File: src/rtl/band_mag_avg.sv
// rtl/band_mag_avg.sv - per-band windowed sample magnitude average with peak-hold and linear decay
// One instance per band; avg_mag feeds the band's 15-bit thermometer/LED encoder.
module band_mag_avg #(
  parameter int          LOG2_WIN = 10,
  parameter logic [14:0] DECAY    = 15'h0200
) (
  input  logic        clk,
  input  logic        rst,
  input  logic [15:0] smpl_in,
  input  logic        smpl_vld,
  output logic [14:0] avg_mag,
  output logic        avg_rdy
);

  localparam int AW = 15 + LOG2_WIN;

  logic [AW-1:0]       acc;
  logic [LOG2_WIN-1:0] cnt;

  logic [14:0]   mag;
  logic [AW-1:0] sum;
  logic [14:0]   avg;
  logic [14:0]   decayed;
  logic [14:0]   held;
  logic          last;

  // Most-negative sample has no positive counterpart in 15 bits; clamp it.
  always_comb begin
    mag = smpl_in[14:0];
    if (smpl_in[15]) begin
      if (smpl_in[14:0] == 15'd0) mag = 15'h7FFF;
      else                        mag = ~smpl_in[14:0] + 15'd1;
    end
  end

  always_comb begin
    sum  = acc + {{LOG2_WIN{1'b0}}, mag};
    avg  = sum[AW-1:LOG2_WIN];
    last = &cnt;
  end

  // Decay floors at zero; the new window can still pull the bar up above the decayed level.
  always_comb begin
    decayed = (avg_mag > DECAY) ? (avg_mag - DECAY) : 15'd0;
    held    = avg;
    if ((DECAY != 15'd0) && (avg < avg_mag)) begin
      held = (decayed > avg) ? decayed : avg;
    end
  end

  always_ff @(posedge clk) begin
    if (rst) begin
      acc     <= '0;
      cnt     <= '0;
      avg_mag <= '0;
      avg_rdy <= 1'b0;
    end else begin
      avg_rdy <= 1'b0;
      if (smpl_vld) begin
        if (last) begin
          acc     <= '0;
          cnt     <= '0;
          avg_mag <= held;
          avg_rdy <= 1'b1;
        end else begin
          acc <= sum;
          cnt <= cnt + 1'b1;
        end
      end
    end
  end

endmodule
File: config.mk
export PLATFORM = sky130hd
export DESIGN_NAME = band_mag_avg
export DESIGN_NICKNAME = d
export VERILOG_FILES = /design/src/rtl/band_mag_avg.sv
export SDC_FILE = /design/constraint.sdc
export NUM_CORES = 1
export LEC_CHECK = 0
export CAP_MARGIN = 20
export CORE_ASPECT_RATIO = 1.2
export CORE_MARGIN = 5
export CORE_UTILIZATION = 40
export DETAILED_ROUTE_END_ITERATION = 7
export PLACE_DENSITY_LB_ADDON = 0.25
export SLEW_MARGIN = 10
export SYNTH_ARGS = -nofsm -noshare
export SYNTH_HDL_FRONTEND = slang
export SYNTH_SLANG_ARGS = --single-unit
File: constraint.sdc
create_clock -name clk -period 14.25 [get_ports clk]
set_input_delay 2.1375 -clock clk [delete_from_list [all_inputs] [get_ports clk]]
set_output_delay 2.1375 -clock clk [all_outputs]
set_load 0.005 [all_outputs]
==> flow_results.xml, run 1 <==
<?xml version="1.0" encoding="UTF-8"?>
<metrics>
  <group name="status">
    <metric name="run_status" unit="">finished, final reports clean</metric>
  </group>
  <group name="power">
    <metric name="switching_power" unit="uW">164</metric>
    <metric name="power-per-cell-area" unit="nW/um^2">89.1</metric>
    <metric name="internal_power" unit="uW">297</metric>
    <metric name="switching_share" unit="%">35.6</metric>
    <metric name="combinationalPowerShare" unit="%">35.8</metric>
    <metric name="power.clock.fraction" unit="%">30.7</metric>
    <metric name="post-layout-total-power" unit="uW">460</metric>
    <metric name="sequential_cell_fraction_of_total_power" unit="%">33.5</metric>
    <metric name="vdd.ir_drop.worst" unit="mV">0.0510</metric>
    <metric name="power.static_leakage" unit="uW">0.00202</metric>
  </group>
  <group name="global_route">
    <metric name="grtUsageTotal" unit="%">17.1</metric>
    <metric name="maximum_number_of_pins_on_one_net_before_global_route_repair" unit="">56</metric>
    <metric name="grt_pass1_vias" unit="">4201</metric>
    <metric name="grt_first_pass_wirelength" unit="um">19700</metric>
    <metric name="grt.overflow.total" unit="">0</metric>
    <metric name="antenna_violations_before_repair" unit="">0</metric>
  </group>
  <group name="cts">
    <metric name="cts_root_buf" unit="">clkbuf_16</metric>
    <metric name="numClockSinks" unit="">51</metric>
    <metric name="postCtsSetupRepairBufs" unit="">0</metric>
    <metric name="clkSlewWorstSetupHoldPaths" unit="ns">0.07</metric>
    <metric name="cts_inserted_buffers" unit="">5</metric>
    <metric name="clock_latency" unit="ns">0.30</metric>
    <metric name="max-clock-path-buffers" unit="">2</metric>
    <metric name="cts_tree" unit="">yes</metric>
    <metric name="post_cts.resized_instances" unit="">0</metric>
    <metric name="cts-htree-levels" unit="">2</metric>
    <metric name="post_cts_hold_buffer_count" unit="">0</metric>
  </group>
  <group name="sta">
    <metric name="hold_violations" unit="">0</metric>
    <metric name="setup_viol" unit="">0</metric>
    <metric name="skew" unit="ns">0.00747</metric>
    <metric name="actual_slew_at_the_worst_max_slew_pin" unit="ns">1.05</metric>
    <metric name="report.final.slew_viol_count" unit="">0</metric>
    <metric name="unrepaired_setup_endpoints_after_global_routing" unit="">no</metric>
    <metric name="setup-tns-final" unit="ns">0</metric>
    <metric name="final_cycle_share" unit="%">69.5</metric>
    <metric name="final_worst_setup_slack" unit="ns">4.35</metric>
    <metric name="achievable-frequency" unit="MHz">101</metric>
    <metric name="period_needed" unit="ns">9.90</metric>
    <metric name="timing.slew.headroom" unit="%">30.2</metric>
    <metric name="fin_worst_hold_slack" unit="ns">0.480</metric>
  </group>
  <group name="yosys">
    <metric name="yosysSeqAreaShare" unit="%">22.3</metric>
    <metric name="xor_xnor_share_of_the_synthesized_area" unit="%">5.74</metric>
    <metric name="synth_compound_gate_area_share" unit="%">24.5</metric>
    <metric name="synth-edff-count" unit="">0</metric>
    <metric name="muxShareOfSynthArea" unit="%">0.711</metric>
    <metric name="netlist_instances" unit="">614</metric>
    <metric name="synth.avg_cell_area" unit="um^2">7.45</metric>
    <metric name="synth_warnings" unit="">0</metric>
    <metric name="asyncSetResetFlopFracSynth" unit="%">0</metric>
    <metric name="mappedNetlistNets" unit="">680</metric>
    <metric name="largest_family_of_logic_cells_by_synthesized_area" unit="">simple AND/OR/NAND/NOR gates</metric>
    <metric name="yosys_register_bits" unit="">51</metric>
    <metric name="synth_simple_gate_area_share" unit="%">27.5</metric>
    <metric name="yosysUniqueCellTypes" unit="">70</metric>
    <metric name="mappedNetlistArea" unit="um^2">4580</metric>
    <metric name="synth-main-ff-cell" unit="">dfxtp_1</metric>
    <metric name="synth_fa_ha_area_share" unit="%">13.5</metric>
  </group>
  <group name="setup_path">
    <metric name="timing.critical_path.from_type" unit="">input port</metric>
    <metric name="worst-r2r-setup-slack" unit="ns">9.07</metric>
    <metric name="regToRegEndpoint" unit="">avg_mag[3]$_SDFFE_PP0P_</metric>
    <metric name="maximum_single_stage_delay_on_the_critical_path" unit="ns">0.65</metric>
    <metric name="first_element_of_the_critical_path" unit="">smpl_in[1]</metric>
    <metric name="r2r_cells" unit="">19</metric>
    <metric name="crit_slowest_cell" unit="">a31oi_2</metric>
    <metric name="critical_path_required" unit="ns">14.43</metric>
    <metric name="timing.critical_path.to_type" unit="">register</metric>
    <metric name="r2r_start" unit="">acc[4]$_SDFFE_PP0P_</metric>
    <metric name="worst_path_maximum_fanout" unit="">15</metric>
    <metric name="arrival" unit="ns">10.08</metric>
    <metric name="crit_path_category" unit="">input port to register</metric>
  </group>
  <group name="hold_path">
    <metric name="timing.hold.worst.start" unit="">acc[8]$_SDFFE_PP0P_</metric>
    <metric name="hold_path_end" unit="">acc[8]$_SDFFE_PP0P_</metric>
    <metric name="holdPathStages" unit="">2</metric>
    <metric name="min_path_type" unit="">register to register</metric>
  </group>
  <group name="place">
    <metric name="number_of_port_buffers" unit="">34</metric>
    <metric name="placement.setup.worst_slack" unit="ns">4.11</metric>
    <metric name="dpl.cell_count" unit="">778</metric>
    <metric name="finalWeightedCongestion" unit="">0.867</metric>
    <metric name="place_hpwl" unit="um">9040</metric>
  </group>
  <group name="final_layout">
    <metric name="layout_area_overhead" unit="%">13.0</metric>
    <metric name="register_cell_area_after_layout" unit="um^2">1020</metric>
    <metric name="multiInputGateArea" unit="um^2">3290</metric>
    <metric name="layout_commonest_cell" unit="">nor2_1</metric>
    <metric name="num_antenna_cells" unit="">0</metric>
    <metric name="post_layout_nets" unit="">697</metric>
    <metric name="final_cell_count_no_fill" unit="">786</metric>
    <metric name="mostFrequentLayoutCells" unit="">nor2_1 (68), dfxtp_1 (51), o21ai_0 (49)</metric>
    <metric name="final.fill_count" unit="">1164</metric>
    <metric name="drive_gt1_share" unit="%">4.91</metric>
  </group>
  <group name="routing">
    <metric name="routed-wl-met2" unit="um">5910</metric>
    <metric name="drc_errors" unit="">0</metric>
    <metric name="detailedRoute.firstPassIterationCount" unit="">5</metric>
    <metric name="wire_per_inst" unit="um">14.9</metric>
    <metric name="route.vias.total" unit="">4519</metric>
    <metric name="via_per_inst" unit="">5.75</metric>
    <metric name="detail_route.wirelength" unit="um">11700</metric>
    <metric name="drt_first_iter_violations" unit="">207</metric>
    <metric name="met3_wirelength" unit="um">499</metric>
    <metric name="detail-route-antenna-nets" unit="">0</metric>
    <metric name="drt-met1-wl" unit="um">5190</metric>
    <metric name="highest_layer" unit="">met4</metric>
  </group>
  <group name="floorplan">
    <metric name="die_w" unit="um">108</metric>
    <metric name="initial_utilization" unit="%">41.1</metric>
    <metric name="design.die.area" unit="um^2">13700</metric>
    <metric name="fp-row-count" unit="">42</metric>
    <metric name="placeable_core_area" unit="um^2">11100</metric>
    <metric name="floorplan.io_pins" unit="">35</metric>
    <metric name="die_height" unit="um">127</metric>
  </group>
  <group name="job">
    <metric name="drv_cap" unit="">0</metric>
  </group>
</metrics>
## power by group through the flow
| stage | logic [uW] | registers, uW | clock network (uW) |
|---|---|---|---|
| floorplan | 127 | 156 | 0 |
| global placement | 160 | 157 | 0 |
| detailed placement | 163 | 157 | 0 |
| CTS | 164 | 154 | 145 |
| global route | 185 | 155 | 149 |
| finish | 165 | 154 | 141 |
## worst max-delay path by stage
| stage | to | slack (ns) | depth (start not counted) |
|---|---|---|---|
| after floorplan | avg_mag[13]$_SDFFE_PP0P_ | 5.41 | 31 |
| after global placement | avg_mag[2]$_SDFFE_PP0P_ | 4.16 | 29 |
| after detailed placement | avg_mag[3]$_SDFFE_PP0P_ | 4.11 | 29 |
| after CTS | avg_mag[3]$_SDFFE_PP0P_ | 4.39 | 29 |
| after global routing | avg_mag[10]$_SDFFE_PP0P_ | 3.73 | 29 |
| final | avg_mag[3]$_SDFFE_PP0P_ | 4.35 | 29 |
## state kept, by name, indices dropped and copies added (netlist names)
| name | count |
|---|---|
| acc | 25 |
| avg_mag | 15 |
| cnt | 10 |
| avg_rdy | 1 |
## critical path, delay by kind of cell
kind	cells	cell delay, ns
AO/OA/AOI/OAI	12	3.22
AND/OR/NAND/NOR	9	2.67
adder cells (fa/ha/maj)	4	1.12
buffers and inverters	3	0.61
XOR/XNOR	1	0.33
## area by class of cell
| type | instances | area share, % |
|---|---|---|
| clock buffer | 6 | 2.49 |
| multi-input combinational | 499 | 63.7 |
| inverter | 37 | 2.69 |
| clock inverter | 2 | 0.750 |
| sequential | 51 | 19.8 |
| tap | 154 | 3.73 |
| timing repair buffer | 37 | 6.92 |
## synthesized netlist by cell type, types with 3 or more instances
| cell | number | area share [%] |
|---|---|---|
| or3_4 | 3 | 0.74 |
| xnor2_1 | 16 | 3.1 |
| a221oi_1 | 3 | 0.57 |
| xor2_1 | 14 | 2.7 |
| nand2_1 | 41 | 3.4 |
| a21o_1 | 9 | 1.5 |
| and2_1 | 4 | 0.55 |
| nand2b_1 | 4 | 0.55 |
| nand3_1 | 26 | 2.8 |
| a31oi_1 | 6 | 0.82 |
| nor2b_1 | 24 | 3.3 |
| inv_1 | 37 | 3.0 |
| nor4b_1 | 6 | 1.1 |
| ha_1 | 46 | 13 |
| dfxtp_1 | 51 | 22 |
| a2111oi_0 | 3 | 0.57 |
| o21ai_1 | 6 | 0.66 |
| or2_2 | 5 | 0.68 |
| and3_1 | 6 | 0.82 |
| o311ai_0 | 3 | 0.57 |
| o21ai_0 | 49 | 5.4 |
| o211ai_1 | 5 | 0.82 |
| or3_1 | 12 | 1.6 |
| a311oi_1 | 3 | 0.57 |
| o21a_1 | 4 | 0.66 |
| nor3_1 | 17 | 1.9 |
| nand4_1 | 14 | 1.9 |
| nor4_1 | 6 | 0.82 |
| nor2_1 | 68 | 5.6 |
| a211oi_1 | 4 | 0.66 |
| clkbuf_1 | 21 | 1.7 |
| a21oi_1 | 46 | 5.0 |
| a311o_1 | 6 | 1.3 |
## routing by layer
metal  GRT usage, %  vias up
li1               -     2264
met1           21.8     2127
met2           30.4      115
met3           2.12       13
met4           4.53        0
met5              0        -
## metrics by stage
step / cell area [um^2] / util, %
after floorplan: 4580 / -
after global placement: 5000 / 44.9
after detailed placement: 5000 / 44.9
after CTS: 5170 / 46.4
after global routing: 5170 / 46.4
final: 5170 / 46.4
## kinds of logic after synthesis
logic type,count (synthesis)
flip-flops,51
multiplexers,3
AND/OR/NAND/NOR,245
AO/OA/AOI/OAI,172
XOR/XNOR,30
adder cells (fa/ha/maj),49
buffers and inverters,64
(Power assumes the default switching activity.)
==> run 2: changes to the inputs <==
clock period = 10.05 ns   (was 14.25 ns; I/O delays follow)
==> flow_results.xml, run 2 (synthesized netlist as in run 1, its figures left out) <==
<?xml version="1.0" encoding="UTF-8"?>
<metrics>
  <group name="sta">
    <metric name="report.final.slew_viol_count" unit="">0</metric>
    <metric name="setup_viol" unit="">0</metric>
    <metric name="timing.slew.headroom" unit="%">32.1</metric>
    <metric name="fin_worst_hold_slack" unit="ns">0.479</metric>
    <metric name="achievable-frequency" unit="MHz">108</metric>
    <metric name="hold_violations" unit="">0</metric>
    <metric name="skew" unit="ns">0.00590</metric>
    <metric name="setup-tns-final" unit="ns">0</metric>
    <metric name="actual_slew_at_the_worst_max_slew_pin" unit="ns">1.02</metric>
    <metric name="unrepaired_setup_endpoints_after_global_routing" unit="">no</metric>
    <metric name="final_cycle_share" unit="%">92.2</metric>
    <metric name="period_needed" unit="ns">9.26</metric>
  </group>
  <group name="cts">
    <metric name="cts_inserted_buffers" unit="">5</metric>
    <metric name="clock_latency" unit="ns">0.31</metric>
    <metric name="cts-htree-levels" unit="">2</metric>
    <metric name="max-clock-path-buffers" unit="">2</metric>
    <metric name="postCtsSetupRepairBufs" unit="">0</metric>
    <metric name="post_cts_hold_buffer_count" unit="">0</metric>
    <metric name="clkSlewWorstSetupHoldPaths" unit="ns">0.08</metric>
    <metric name="numClockSinks" unit="">51</metric>
    <metric name="cts_tree" unit="">yes</metric>
    <metric name="cts_root_buf" unit="">clkbuf_16</metric>
    <metric name="post_cts.resized_instances" unit="">0</metric>
  </group>
  <group name="final_layout">
    <metric name="layout.core_utilization" unit="%">46.4</metric>
    <metric name="layout_commonest_cell" unit="">nor2_1</metric>
    <metric name="layout_top_registers" unit="">acc x25, avg_mag x15, cnt x10</metric>
    <metric name="layout_area_overhead" unit="%">13.0</metric>
    <metric name="drive_gt1_share" unit="%">5.36</metric>
    <metric name="largest_reg_flops" unit="">25</metric>
    <metric name="final.fill_count" unit="">1132</metric>
    <metric name="max_flop_register" unit="">acc</metric>
    <metric name="final_cell_count_no_fill" unit="">788</metric>
    <metric name="post_layout_nets" unit="">699</metric>
    <metric name="num_antenna_cells" unit="">0</metric>
    <metric name="mostFrequentLayoutCells" unit="">nor2_1 (68), dfxtp_1 (51), o21ai_0 (49)</metric>
  </group>
  <group name="routing">
    <metric name="detail-route-antenna-nets" unit="">0</metric>
    <metric name="wire_per_inst" unit="um">15.0</metric>
    <metric name="drc_errors" unit="">0</metric>
    <metric name="detailedRoute.firstPassIterationCount" unit="">5</metric>
    <metric name="detail_route.wirelength" unit="um">11800</metric>
    <metric name="drt_first_iter_violations" unit="">210</metric>
    <metric name="via_per_inst" unit="">5.63</metric>
    <metric name="route.vias.total" unit="">4434</metric>
  </group>
  <group name="power">
    <metric name="switching_power" unit="uW">247</metric>
    <metric name="post-layout-total-power" unit="uW">650</metric>
    <metric name="power.clock.fraction" unit="%">29.4</metric>
    <metric name="vdd.ir_drop.worst" unit="mV">0.0747</metric>
    <metric name="combinationalPowerShare" unit="%">37.0</metric>
    <metric name="sequential_cell_fraction_of_total_power" unit="%">33.6</metric>
    <metric name="switching_share" unit="%">37.9</metric>
    <metric name="power-per-cell-area" unit="nW/um^2">126</metric>
    <metric name="power.static_leakage" unit="uW">0.00203</metric>
    <metric name="internal_power" unit="uW">404</metric>
  </group>
  <group name="status">
    <metric name="run_status" unit="">finished, final reports clean</metric>
  </group>
  <group name="floorplan">
    <metric name="die_w" unit="um">108</metric>
    <metric name="initial_utilization" unit="%">41.1</metric>
    <metric name="placeable_core_area" unit="um^2">11100</metric>
    <metric name="floorplan.io_pins" unit="">35</metric>
    <metric name="die_height" unit="um">127</metric>
    <metric name="design.die.area" unit="um^2">13700</metric>
    <metric name="fp-row-count" unit="">42</metric>
  </group>
  <group name="place">
    <metric name="dpl.cell_count" unit="">780</metric>
    <metric name="place_hpwl" unit="um">9080</metric>
    <metric name="finalWeightedCongestion" unit="">0.863</metric>
    <metric name="number_of_port_buffers" unit="">34</metric>
  </group>
  <group name="hold_path">
    <metric name="timing.hold.worst.start" unit="">acc[8]$_SDFFE_PP0P_</metric>
    <metric name="min_path_type" unit="">register to register</metric>
    <metric name="hold_path_end" unit="">acc[8]$_SDFFE_PP0P_</metric>
    <metric name="holdPathStages" unit="">2</metric>
  </group>
  <group name="setup_path">
    <metric name="r2r_start" unit="">acc[4]$_SDFFE_PP0P_</metric>
    <metric name="critical_path_required" unit="ns">10.25</metric>
    <metric name="timing.critical_path.from_type" unit="">input port</metric>
    <metric name="crit_slowest_cell" unit="">a31oi_2</metric>
    <metric name="worst_path_maximum_fanout" unit="">15</metric>
    <metric name="crit_path_category" unit="">input port to register</metric>
    <metric name="maximum_single_stage_delay_on_the_critical_path" unit="ns">0.60</metric>
    <metric name="regToRegEndpoint" unit="">avg_mag[4]$_SDFFE_PP0P_</metric>
    <metric name="timing.critical_path.to_type" unit="">register</metric>
    <metric name="worst-r2r-setup-slack" unit="ns">4.86</metric>
    <metric name="r2r_cells" unit="">19</metric>
    <metric name="arrival" unit="ns">9.46</metric>
  </group>
  <group name="job">
    <metric name="drv_cap" unit="">0</metric>
  </group>
  <group name="global_route">
    <metric name="grt.overflow.total" unit="">0</metric>
    <metric name="grt_pass1_vias" unit="">4300</metric>
    <metric name="antenna_violations_before_repair" unit="">0</metric>
    <metric name="grt_first_pass_wirelength" unit="um">20100</metric>
    <metric name="grtUsageTotal" unit="%">17.4</metric>
    <metric name="maximum_number_of_pins_on_one_net_before_global_route_repair" unit="">56</metric>
  </group>
</metrics>
==> run 2: changes by cell type in the layout (fill, tap and decap cells not counted) <==
cell	change
inv_6	+1
bufinv_16	-1
inv_8	+1
clkbuf_1	-1
buf_4	+2
==> run 2: area by class of cell <==
cell class | count | area (um^2) | share of cell area, %
Inverter | 37 | 139 | 2.69
Clock buffer | 5 | 125 | 2.42
Tap cell | 154 | 193 | 3.73
Multi-Input combinational cell | 499 | 3290 | 63.6
Clock inverter | 3 | 28.8 | 0.557
Timing Repair Buffer | 39 | 373 | 7.21
Sequential cell | 51 | 1020 | 19.7
==> run 2: worst max-delay path by stage <==
stage,from,depth (start not counted),end,slack (ns)
2_1_floorplan,smpl_in[0],31,avg_mag[13]$_SDFFE_PP0P_,1.84
3_3_place_gp,smpl_in[0],29,avg_mag[2]$_SDFFE_PP0P_,0.66
3_5_place_dp,smpl_in[1],30,avg_mag[1]$_SDFFE_PP0P_,0.56
4_1_cts,smpl_in[1],30,avg_mag[1]$_SDFFE_PP0P_,0.85
5_1_grt,smpl_in[0],31,avg_mag[10]$_SDFFE_PP0P_,0.24
6_report,smpl_in[1],31,avg_mag[4]$_SDFFE_PP0P_,0.79
==> run 2: power by group through the flow <==
stage	Sequential [uW]	Clock [uW]	Combinational, uW
floorplan	221	0	180
global placement	223	0	236
detailed placement	223	0	238
CTS	219	194	239
global route	220	203	270
finish	219	191	241
==> run 2: per-stage QoR <==
stage | setup slack, ns | instance area, um^2
5_1_grt | 0.236 | 5170
3_3_place_gp | 0.660 | 5020
4_1_cts | 0.846 | 5170
2_1_floorplan | 1.84 | 4580
3_5_place_dp | 0.561 | 5020
6_report | 0.788 | 5170
==> run 2: critical path: cells and delay by family <==
family,cells,cell delay (ns)
buffers and inverters,3,0.59
adders and majority gates,4,1.14
AOI/OAI and AO/OA,12,2.95
xor gates and xnor gates,1,0.33
and+or+nand+nor,11,2.93
==> run 2: routing by layer <==
layer	vias up	global-route usage [%]	share of wire, %
met2	93	29.9	48
met1	2045	22.0	46
met4	0	5.27	1.8
met3	26	3.13	4.1
met5	-	0	0
li1	2270	-	-
==> run 3: changes to the inputs <==
CORE_UTILIZATION = 28   (was 40)
SETUP_SLACK_MARGIN = 0.5   (was unset)
SKIP_LAST_GASP = 1   (was unset)
==> flow_results.xml, run 3 (synthesized netlist as in run 1, its figures left out) <==
<?xml version="1.0" encoding="UTF-8"?>
<metrics>
  <group name="status">
    <metric name="run_status" unit="">finished, final reports clean</metric>
  </group>
  <group name="place">
    <metric name="place_hpwl" unit="um">9730</metric>
    <metric name="number_of_port_buffers" unit="">34</metric>
    <metric name="placed_cell_area" unit="um^2">5120</metric>
    <metric name="placement.setup.worst_slack" unit="ns">0.511</metric>
    <metric name="finalWeightedCongestion" unit="">0.853</metric>
    <metric name="dpl.cell_count" unit="">842</metric>
  </group>
  <group name="global_route">
    <metric name="grt_first_pass_wirelength" unit="um">21500</metric>
    <metric name="grtUsageTotal" unit="%">13.6</metric>
    <metric name="maximum_number_of_pins_on_one_net_before_global_route_repair" unit="">56</metric>
    <metric name="antenna_violations_before_repair" unit="">0</metric>
    <metric name="grt_pass1_vias" unit="">4467</metric>
    <metric name="grt.overflow.total" unit="">0</metric>
  </group>
  <group name="setup_path">
    <metric name="r2r_cells" unit="">20</metric>
    <metric name="regToRegEndpoint" unit="">avg_mag[3]$_SDFFE_PP0P_</metric>
    <metric name="critical_path.most_common_cell" unit="">o21ai_0</metric>
    <metric name="endpoint" unit="">avg_mag[3]$_SDFFE_PP0P_</metric>
    <metric name="maximum_single_stage_delay_on_the_critical_path" unit="ns">0.44</metric>
    <metric name="timing.critical_path.to_type" unit="">register</metric>
    <metric name="first_element_of_the_critical_path" unit="">smpl_in[0]</metric>
    <metric name="crit_slowest_cell" unit="">a2111oi_0</metric>
    <metric name="crit_path_category" unit="">input port to register</metric>
    <metric name="critical_path_required" unit="ns">10.23</metric>
    <metric name="r2r_start" unit="">acc[3]$_SDFFE_PP0P_</metric>
    <metric name="timing.critical_path.from_type" unit="">input port</metric>
    <metric name="worst_path_maximum_fanout" unit="">15</metric>
    <metric name="arrival" unit="ns">9.24</metric>
    <metric name="worst-r2r-setup-slack" unit="ns">5.19</metric>
  </group>
  <group name="sta">
    <metric name="hold_violations" unit="">0</metric>
    <metric name="final_worst_setup_slack" unit="ns">0.990</metric>
    <metric name="setup_viol" unit="">0</metric>
    <metric name="timing.slew.headroom" unit="%">31.8</metric>
    <metric name="achievable-frequency" unit="MHz">110</metric>
    <metric name="report.final.slew_viol_count" unit="">0</metric>
    <metric name="period_needed" unit="ns">9.06</metric>
    <metric name="final_cycle_share" unit="%">90.1</metric>
    <metric name="actual_slew_at_the_worst_max_slew_pin" unit="ns">1.02</metric>
    <metric name="unrepaired_setup_endpoints_after_global_routing" unit="">no</metric>
    <metric name="setup-tns-final" unit="ns">0</metric>
    <metric name="skew" unit="ns">0.00766</metric>
  </group>
  <group name="final_layout">
    <metric name="final_cell_count_no_fill" unit="">850</metric>
    <metric name="num_antenna_cells" unit="">0</metric>
    <metric name="layout_top_registers" unit="">acc x25, avg_mag x15, cnt x10</metric>
    <metric name="largest_reg_flops" unit="">25</metric>
    <metric name="layout_commonest_cell" unit="">nor2_1</metric>
    <metric name="mostFrequentLayoutCells" unit="">nor2_1 (68), dfxtp_1 (51), o21ai_0 (49)</metric>
    <metric name="drive_gt1_share" unit="%">6.43</metric>
    <metric name="post_layout_nets" unit="">703</metric>
    <metric name="fin_area" unit="um^2">5300</metric>
    <metric name="max_flop_register" unit="">acc</metric>
    <metric name="layout.core_utilization" unit="%">32.8</metric>
    <metric name="final.fill_count" unit="">1693</metric>
    <metric name="layout_area_overhead" unit="%">15.9</metric>
  </group>
  <group name="routing">
    <metric name="detail_route.wirelength" unit="um">12800</metric>
    <metric name="drt_first_iter_violations" unit="">330</metric>
    <metric name="wire_per_inst" unit="um">15.0</metric>
    <metric name="drc_errors" unit="">0</metric>
    <metric name="route.vias.total" unit="">4504</metric>
    <metric name="detail-route-antenna-nets" unit="">0</metric>
    <metric name="via_per_inst" unit="">5.30</metric>
    <metric name="detailedRoute.firstPassIterationCount" unit="">4</metric>
  </group>
  <group name="floorplan">
    <metric name="floorplan.io_pins" unit="">35</metric>
    <metric name="design.die.area" unit="um^2">19000</metric>
    <metric name="die_w" unit="um">127</metric>
    <metric name="initial_utilization" unit="%">28.3</metric>
    <metric name="fp-row-count" unit="">51</metric>
    <metric name="placeable_core_area" unit="um^2">16100</metric>
    <metric name="die_height" unit="um">150</metric>
  </group>
  <group name="cts">
    <metric name="max-clock-path-buffers" unit="">2</metric>
    <metric name="numClockSinks" unit="">51</metric>
    <metric name="clkSlewWorstSetupHoldPaths" unit="ns">0.08</metric>
    <metric name="cts_root_buf" unit="">clkbuf_16</metric>
    <metric name="cts_inserted_buffers" unit="">5</metric>
    <metric name="cts_tree" unit="">yes</metric>
    <metric name="cts-htree-levels" unit="">2</metric>
    <metric name="post_cts_hold_buffer_count" unit="">0</metric>
    <metric name="clock_latency" unit="ns">0.30</metric>
  </group>
  <group name="job">
    <metric name="drv_cap" unit="">0</metric>
  </group>
  <group name="hold_path">
    <metric name="min_path_type" unit="">register to register</metric>
  </group>
  <group name="power">
    <metric name="vdd.ir_drop.worst" unit="mV">0.0715</metric>
    <metric name="power.static_leakage" unit="uW">0.00206</metric>
    <metric name="power-per-cell-area" unit="nW/um^2">125</metric>
  </group>
</metrics>
## run 3: worst min path at each step
stage / from / end / cells after the start
after floorplan: acc[8]$_SDFFE_PP0P_ / acc[8]$_SDFFE_PP0P_ / 2
after global placement: acc[8]$_SDFFE_PP0P_ / acc[8]$_SDFFE_PP0P_ / 2
after detailed placement: acc[8]$_SDFFE_PP0P_ / acc[8]$_SDFFE_PP0P_ / 2
after CTS: acc[8]$_SDFFE_PP0P_ / acc[8]$_SDFFE_PP0P_ / 2
after global routing: acc[8]$_SDFFE_PP0P_ / acc[8]$_SDFFE_PP0P_ / 2
final: acc[8]$_SDFFE_PP0P_ / acc[8]$_SDFFE_PP0P_ / 2
## run 3: layout make-up
type	instances	area, um^2	area share, %
Multi-Input combinational cell	499	3310	62.3
Timing Repair Buffer	43	403	7.60
Clock inverter	3	43.8	0.826
Inverter	37	139	2.62
Clock buffer	5	125	2.36
Tap cell	212	265	5.00
Sequential cell	51	1020	19.3
## run 3: repair_timing
action / 4_1_cts / 5_1_grt
setup buffers: 0 / 0
endpoints found under the setup margin: 0 / 15
gates resized for setup: 0 / 4
## run 3: where the power goes
part	switching (uW)	total, uW	internal [uW]
sequential	6.98	219	212
clock	84.1	202	118
combinational	149	243	93.6
total	240	663	423
## run 3: metal layers
metal  wire [um]  vias up  GRT usage (%)
li1            -     2271              -
met1        5790     2124           17.1
met2        6210       94           24.2
met3         557       15           1.71
met4         209        0           4.02
met5           0        -              0
## run 3: stage by stage
stage                     power, uW  hold WS, ns
after CTS                       668        0.488
after global placement          457        0.461
after global routing            710        0.525
after detailed placement        462        0.474
after floorplan                 401        0.450
final                           663        0.477
## run 3: critical path, delay by kind of cell
| family | cells | cell delay [ns] |
|---|---|---|
| compound gates | 12 | 2.54 |
| xor+xnor | 1 | 0.36 |
| fa+ha+maj | 4 | 1.16 |
| buf+inv | 5 | 1.08 |
| simple gates | 10 | 2.57 |
